--- src/rtl/rf_wb_scheduler.sv ---
// Write-port owner for the 32x8 register file: busy-register scoreboard, RAW/WAW stall,
// and ALU/MEM writeback arbitration. Define RF_WB_ROUND_ROBIN_EN for alternating contested grants.
module rf_wb_scheduler #(
  parameter int DATA_W = 8,
  parameter int ADDR_W = 5
) (
  input  logic                      clk,
  input  logic                      rst,
  input  logic                      issue_valid,
  input  logic [ADDR_W-1:0]         issue_rs,
  input  logic [ADDR_W-1:0]         issue_rt,
  input  logic [ADDR_W-1:0]         issue_rd,
  input  logic                      issue_wr,
  output logic                      stall,
  input  logic                      alu_valid,
  input  logic [ADDR_W-1:0]         alu_rd,
  input  logic [DATA_W-1:0]         alu_data,
  output logic                      alu_ready,
  input  logic                      mem_valid,
  input  logic [ADDR_W-1:0]         mem_rd,
  input  logic [DATA_W-1:0]         mem_data,
  output logic                      mem_ready,
  output logic                      writeEnable,
  output logic [ADDR_W-1:0]         writeRpoint,
  output logic [DATA_W-1:0]         writeData,
  output logic [(1<<ADDR_W)-1:0]    busy_mask
);

  localparam int NREG = 1 << ADDR_W;

  logic [NREG-1:0]   busy_q;
  logic [NREG-1:0]   busy_next;
  logic              stall_raw;
  logic              issue_fire;
  logic              grant_mem;
  logic              grant_alu;
  logic              wb_fire;
  logic [ADDR_W-1:0] wb_rd;
  logic [DATA_W-1:0] wb_data;

  assign busy_mask = busy_q;

  // busy_q[0] is never set, so register 0 can never cause a stall
  always_comb begin
    stall_raw = issue_valid & (busy_q[issue_rs] | busy_q[issue_rt] |
                               (issue_wr & busy_q[issue_rd]));
  end

  assign stall      = ~rst & stall_raw;
  assign issue_fire = ~rst & issue_valid & ~stall_raw;

`ifdef RF_WB_ROUND_ROBIN_EN
  // rr_mem_next_q = 1 means MEM takes the next contested cycle
  logic rr_mem_next_q;

  assign grant_mem = mem_valid & (~alu_valid | rr_mem_next_q);

  always_ff @(posedge clk) begin
    if (rst) begin
      rr_mem_next_q <= 1'b0;
    end else if (alu_valid && mem_valid) begin
      rr_mem_next_q <= ~grant_mem;
    end
  end
`else
  assign grant_mem = mem_valid;
`endif

  assign grant_alu = alu_valid & ~grant_mem;
  assign mem_ready = ~rst & grant_mem;
  assign alu_ready = ~rst & grant_alu;
  assign wb_fire   = alu_ready | mem_ready;
  assign wb_rd     = grant_mem ? mem_rd   : alu_rd;
  assign wb_data   = grant_mem ? mem_data : alu_data;

  // Set applied after clear so an issue to the same register wins the edge
  always_comb begin
    busy_next = busy_q;
    if (wb_fire && (wb_rd != '0)) begin
      busy_next[wb_rd] = 1'b0;
    end
    if (issue_fire && issue_wr && (issue_rd != '0)) begin
      busy_next[issue_rd] = 1'b1;
    end
  end

  always_ff @(posedge clk) begin
    if (rst) begin
      busy_q      <= '0;
      writeEnable <= 1'b0;
      writeRpoint <= '0;
      writeData   <= '0;
    end else begin
      busy_q <= busy_next;
      if (wb_fire) begin
        writeEnable <= (wb_rd != '0);
        writeRpoint <= wb_rd;
        writeData   <= wb_data;
      end else begin
        writeEnable <= 1'b0;
      end
    end
  end

endmodule

--- config.mk ---
export PLATFORM = sky130hd
export DESIGN_NAME = rf_wb_scheduler
export DESIGN_NICKNAME = d
export VERILOG_FILES = /design/src/rtl/rf_wb_scheduler.sv
export SDC_FILE = /design/constraint.sdc
export NUM_CORES = 1
export LEC_CHECK = 0
export BUFFER_PORTS_ARGS = -buffer_cell sky130_fd_sc_hd__buf_4
export CORE_UTILIZATION = 40
export DETAILED_ROUTE_END_ITERATION = 6
export PLACE_DENSITY = 0.7
export SYNTH_ARGS = -nofsm -noshare
export SYNTH_HDL_FRONTEND = slang
export SYNTH_SLANG_ARGS = --single-unit
--- constraint.sdc ---
create_clock -name clk -period 3.9 [get_ports clk]
set_input_delay 0.78 -clock clk [delete_from_list [all_inputs] [get_ports clk]]
set_output_delay 0.78 -clock clk [all_outputs]
set_load 0.05 [all_outputs]
# Word-level counts from Yosys, hierarchy flattened
# Index checks and enable logic that the tools add are counted.
totals:
  ff_bits: 46
  latchBits: 0
  ramBits: 0
  mem_bits_ro: 0
  input_bits: 47
  out_inout_bits: 49
  wordCells: 50
  mem_count: 0
op_classes:
  addsub: 0
  n_mul: 0
  div_mod_pow: 0
  n_lt_le_gt_ge: 6
  eq_ne: 0
  n_shift: 0
  n_mux: 14
  bitwise_logic: 18
  n_reduce_logical: 8
op_table:
  columns: ["op", "count"]
  rows:
  - ["$mux W32", 2]
  - ["$and A32 B32 Y32", 1]
  - ["$not A32 Y32", 1]
  - ["$or A32 B32 Y32", 1]
  - ["$lt A5 B6 Y1 const B", 4]
  - ["$bmux W1 S5", 3]
  - ["$demux W1 S5", 2]
  - ["$ge A5 B1 Y1 const B", 2]
  - ["$reduce_bool A5 Y1", 2]
  - ["$and A1 B1 Y1", 8]
  - ["$mux W8", 1]
  - ["$logic_and A1 B1 Y1", 5]
  - ["$mux W1", 5]
  - ["$mux W5", 1]
  - ["$not A1 Y1", 4]
  - ["$or A1 B1 Y1", 3]
  - ["$reduce_or A2 Y1", 1]

# Depth between registers and ports, before layout
depth:
  word_depth: 10
  depth_mapped: 9
  mapped_depth_nobuf: 6

# Worst setup path after synthesis
# OpenSTA, ideal clock, no wires.
synth_path:
  path_kind: "input-to-output"
  start: "input port alu_valid"
  end: "output port alu_ready"
  t_arrival_ns: 2.657
  t_required_ns: 3.120
  path_slack_ns: 0.463
  cell_stages: 3
  path_buffers: 2
  cell_sequence: "clkbuf_1 > buf_1 > nor3b_1"
synth_via:
  elab_chain_len: 2
synth_lines:
  columns: ["item", "line_no", "text"]
  rows:
  - ["from (decl)", "15", "input logic alu_valid,"]
  - ["$and A1 B1 Y1", "69", "assign grant_alu = alu_valid & ~grant_mem;"]
  - ["$and A1 B1 Y1", "71", "assign alu_ready = ~rst & grant_alu;"]
  - ["to (decl)", "18", "output logic alu_ready,"]
# No other way between the ends.

# Worst setup path in the final report
layout_path:
  start: "input port issue_rd[3]"
  end: "output port stall"
layout_via:
  elab_chain_len: 6
layout_lines:
  columns: ["item", "line_no", "text"]
  rows:
  - ["from (decl)", "12", "input logic [ADDR_W-1:0] issue_rd,"]
  - ["$bmux W1 S5", "46", "(issue_wr & busy_q[issue_rd]));"]
  - ["$mux W1 (implied by the code)", "46", null]
  - ["$and A1 B1 Y1", "46", null]
  - ["$or A1 B1 Y1", "45", "stall_raw = issue_valid & (busy_q[issue_rs] | busy_q[issue_rt] |"]
  - ["$and A1 B1 Y1", "45", null]
  - ["$and A1 B1 Y1", "49", "assign stall = ~rst & stall_raw;"]
  - ["to (decl)", "14", "output logic stall,"]
# No other way between the ends. The select of a mux whose other input is x is not followed.

==> flow_summary.yaml <==
yosys:
  synth_top_cell_area_share_pct: 28.3
  synthFlopType: "sky130_fd_sc_hd__dfxtp_1"
  synth-edff-count: 0
  simple_gate_share_of_the_synthesized_area_pct: 28.4
  netlist_area_pre_place_um2: 3250
  synth-seq-area-share_pct: 28.3
  synth_warnings: 0
  synth_top_cell_by_area: "sky130_fd_sc_hd__dfxtp_1"
  yosys.area_share.adder_pct: 0
  synth_xor_xnor_area_share_pct: 0
  synthesis.area_per_instance_um2: 8.36
  synth_top_family_by_area: "simple AND/OR/NAND/NOR gates"
  synth.distinct_cells: 45
  synth-seq-cells: 46
  asr_flop_ratio_synth_pct: 0
  post_synth_mux_area_share_pct: 20.0
  synth.net_count: 436
  syn_inst: 389
  yosys-top-cells-area: "sky130_fd_sc_hd__dfxtp_1 28%, sky130_fd_sc_hd__mux2i_1 9.2%, sky130_fd_sc_hd__mux4_2 9.0%, sky130_fd_sc_hd__o21ai_2 7.8%, sky130_fd_sc_hd__nand2_1 7.3%"
  post-synth-top-count-cell: "sky130_fd_sc_hd__nand2_1"
  synth_compound_gate_area_share_pct: 18.3
  synthTopCellsByCount: "63 x sky130_fd_sc_hd__nand2_1, 46 x sky130_fd_sc_hd__dfxtp_1, 39 x sky130_fd_sc_hd__nor2_1"
worst_setup_path:
  timing.critical_path.buf_inv: 2
  path_common_cell: "sky130_fd_sc_hd__buf_4"
  timing.setup.critical_path_class: "input port to output pin"
  crit_slowest_cell: "sky130_fd_sc_hd__nor3b_1"
  critical_path.max_fanout: 13
  critPathRequiredTime_ns: 3.12
  cp-start-kind: "input port"
  cpPeakStageDelay_ns: 0.53
  timing.critical_path.arrival_ns: 2.51
  cp-end-kind: "output pin"
  crit_family: "compound AO/OA/AOI/OAI gates"
  path_cells: "buf_4 > nor3b_1 > o2bb2ai_1 > a2111oi_2 > o211ai_1 > nand2_1 > a21oi_1 > buf_4"
finish:
  antenna_diode_count: 0
  syn_to_final_growth_pct: 25.6
  finalNonFillerCells: 570
  final_core_utilization_pct: 52.3
  share_of_post_route_cells_with_drive_strength_above_1_pct: 32.7
  final-seq-area_um2: 921
  filler_cell_count: 765
  finalNetCount: 514
  multiInputGateArea_um2: 2170
placed_design:
  dp_hpwl_mm: 7.63
  dp_cells: 562
  place.port_buffers: 95
  gp_congestion: 0.923
pwr:
  power.share.clock_pct: 32.9
  static-leakage-power_nw: 1.61
  power.net_switching_mw: 0.321
  peakVddDrop_v: 0.000159
  p_sw_share_pct: 29.5
  power_frac_seq_pct: 44.6
  power.density_nw_per_um2: 266
  power.combinational.fraction_pct: 22.5
  p_int_mw: 0.767
timing:
  slew_viol_final: 0
  timing_hold_violations_final: 0
  slew_headroom_pct: 24.7
  worst_clock_skew_ns: 0.00348
  hold-worst-slack_ns: 0.519
  timing.final.crit_share_pct: 84.4
  setup_tns_ns: 0
  min_period_ns: 3.29
  max_freq_ghz: 0.304
  unrepaired_setup_endpoints_after_global_routing: "false"
  worst_slew_pin_slew_ns: 1.13
  setup-violations-final: 0
drt:
  first_iter_violations: 267
  dr_total_vias: 3276
  via_per_inst: 5.75
  drt_drc_violations_left: 0
  drt_pass1_iterations: 5
  wire_length_reported_by_the_detailed_router_mm: 10.1
  route.antenna.remaining_nets: 0
  routedWlPerCell_um: 17.8
clock_tree:
  number_of_buffers_added_for_setup_after_cts: 0
  buffer_depth_of_the_longest_clock_path: 2
  numCtsBuffers: 5
  cts_repair_resize_count: 0
  tritoncts: "built"
  clkLatencyLatePin_ns: 0.30
  clkSlewWorstSetupHoldPaths_ns: 0.09
  root_buffer_cell: "sky130_fd_sc_hd__clkbuf_8"
  cts.hold.buffers_added: 0
  tritoncts_num_sinks: 46
  cts.htree.levels: 2
status:
  run_status: "finished clean"
grt:
  grt_antenna_before_repair: 0
  first_pass_grt_wire_length_mm: 16.5
  globalRouteTotalUtil_pct: 24.7
  grt_pass1_vias: 3226
  globalRouteOverflowTotal: 0
  grt_start_max_net_pins: 54
floorplan:
  num_io_pins: 96
  area_of_the_placeable_core_um2: 7810
  die_area_um2: 8500
  initial_utilization_pct: 41.7
  die_y_um: 92.2
  fp-row-count: 32
  die_boundary_width_um: 92.2
min_path:
  worstHoldPathType: "register to register"
run:
  max-cap-violations: 0
[registers in the layout (all words and copies together) (netlist names)]
name	count
busy_mask	32
writeData	8
writeEnable	1
writeRpoint	5
[per-layer routing]
layer	up-vias	share of wire [%]	track usage, %
met4	0	2.5	9.77
met2	154	46	40.7
met3	22	6.5	4.31
met1	1540	44	32.1
li1	1560	-	-
met5	-	0	0
[layout make-up]
type / count / area share [%]
sequential: 46 / 22.5
clock inverter: 1 / 0.735
tap: 102 / 3.12
clock buffer: 7 / 1.87
inverter: 7 / 0.643
multi-input combinational: 309 / 53.1
timing repair buffer: 98 / 18.0
[path summary, 6_finish.rpt]
check / endpoint / cells past startpoint / startpoint / slack [ns]
max reg2reg: busy_mask[10]$_SDFF_PP0_ / 6 / busy_mask[10]$_SDFF_PP0_ / 1.40
max: stall / 8 / issue_rd[3] / 0.61
min: writeRpoint[4]$_SDFFE_PP0N_ / 2 / writeRpoint[4]$_SDFFE_PP0N_ / 0.52
min reg2reg: writeRpoint[4]$_SDFFE_PP0N_ / 2 / writeRpoint[4]$_SDFFE_PP0N_ / 0.52
[metrics by stage]
step / area (µm²) / power, mW / setup slack, ns
2_1_floorplan: 3250 / 0.656 / 0.463
3_3_place_gp: 3980 / 0.738 / 0.629
3_5_place_dp: 3980 / 0.741 / 0.632
4_1_cts: 4090 / 1.09 / 0.634
5_1_grt: 4090 / 1.13 / 0.386
6_report: 4090 / 1.09 / 0.607
[worst reg2reg max path: cells and delay by family (launching register included)]
family | cells | cell delay, ns
DFF | 1 | 0.38
muxes | 1 | 0.31
AOI/OAI and AO/OA | 4 | 0.90
and+or+nand+nor | 1 | 0.84
[cells by family after synthesis]
logic type | Yosys count
multiplexers | 48
flip-flops | 46
buffers and inverters | 34
AND/OR/NAND/NOR | 180
AO/OA/AOI/OAI | 81
[cells in the final DEF (no fill, tap or decap), types with 3 or more instances in the layout]
master,netlist,layout
sky130_fd_sc_hd__buf_4,1,98
sky130_fd_sc_hd__nand2_1,63,63
sky130_fd_sc_hd__dfxtp_1,46,46
sky130_fd_sc_hd__nor2_1,39,39
sky130_fd_sc_hd__mux2i_1,30,30
sky130_fd_sc_hd__nand3b_1,29,29
sky130_fd_sc_hd__o21ai_2,29,29
sky130_fd_sc_hd__nor2b_1,16,16
sky130_fd_sc_hd__mux4_2,13,13
sky130_fd_sc_hd__a21oi_1,13,13
sky130_fd_sc_hd__o21ai_0,11,11
sky130_fd_sc_hd__nor3b_1,7,7
sky130_fd_sc_hd__nand3_1,7,7
sky130_fd_sc_hd__inv_1,7,7
sky130_fd_sc_hd__clkbuf_8,0,5
sky130_fd_sc_hd__mux2_2,4,4
sky130_fd_sc_hd__nor3_1,4,4
sky130_fd_sc_hd__a211oi_1,4,4
sky130_fd_sc_hd__o211ai_1,4,4
sky130_fd_sc_hd__o22ai_1,3,3
sky130_fd_sc_hd__a22oi_1,3,3
sky130_fd_sc_hd__a2bb2oi_1,3,3
sky130_fd_sc_hd__nand2b_1,3,3
[power groups by stage]
stage | sequential, mW | combinational, mW | clock [mW]
CTS | 0.486 | 0.245 | 0.363
floorplan | 0.532 | 0.124 | 0
global placement | 0.496 | 0.241 | 0
finish | 0.486 | 0.245 | 0.358
detailed placement | 0.496 | 0.244 | 0
global route | 0.487 | 0.264 | 0.378
Note: power is estimated with default switching activity, not from simulation.
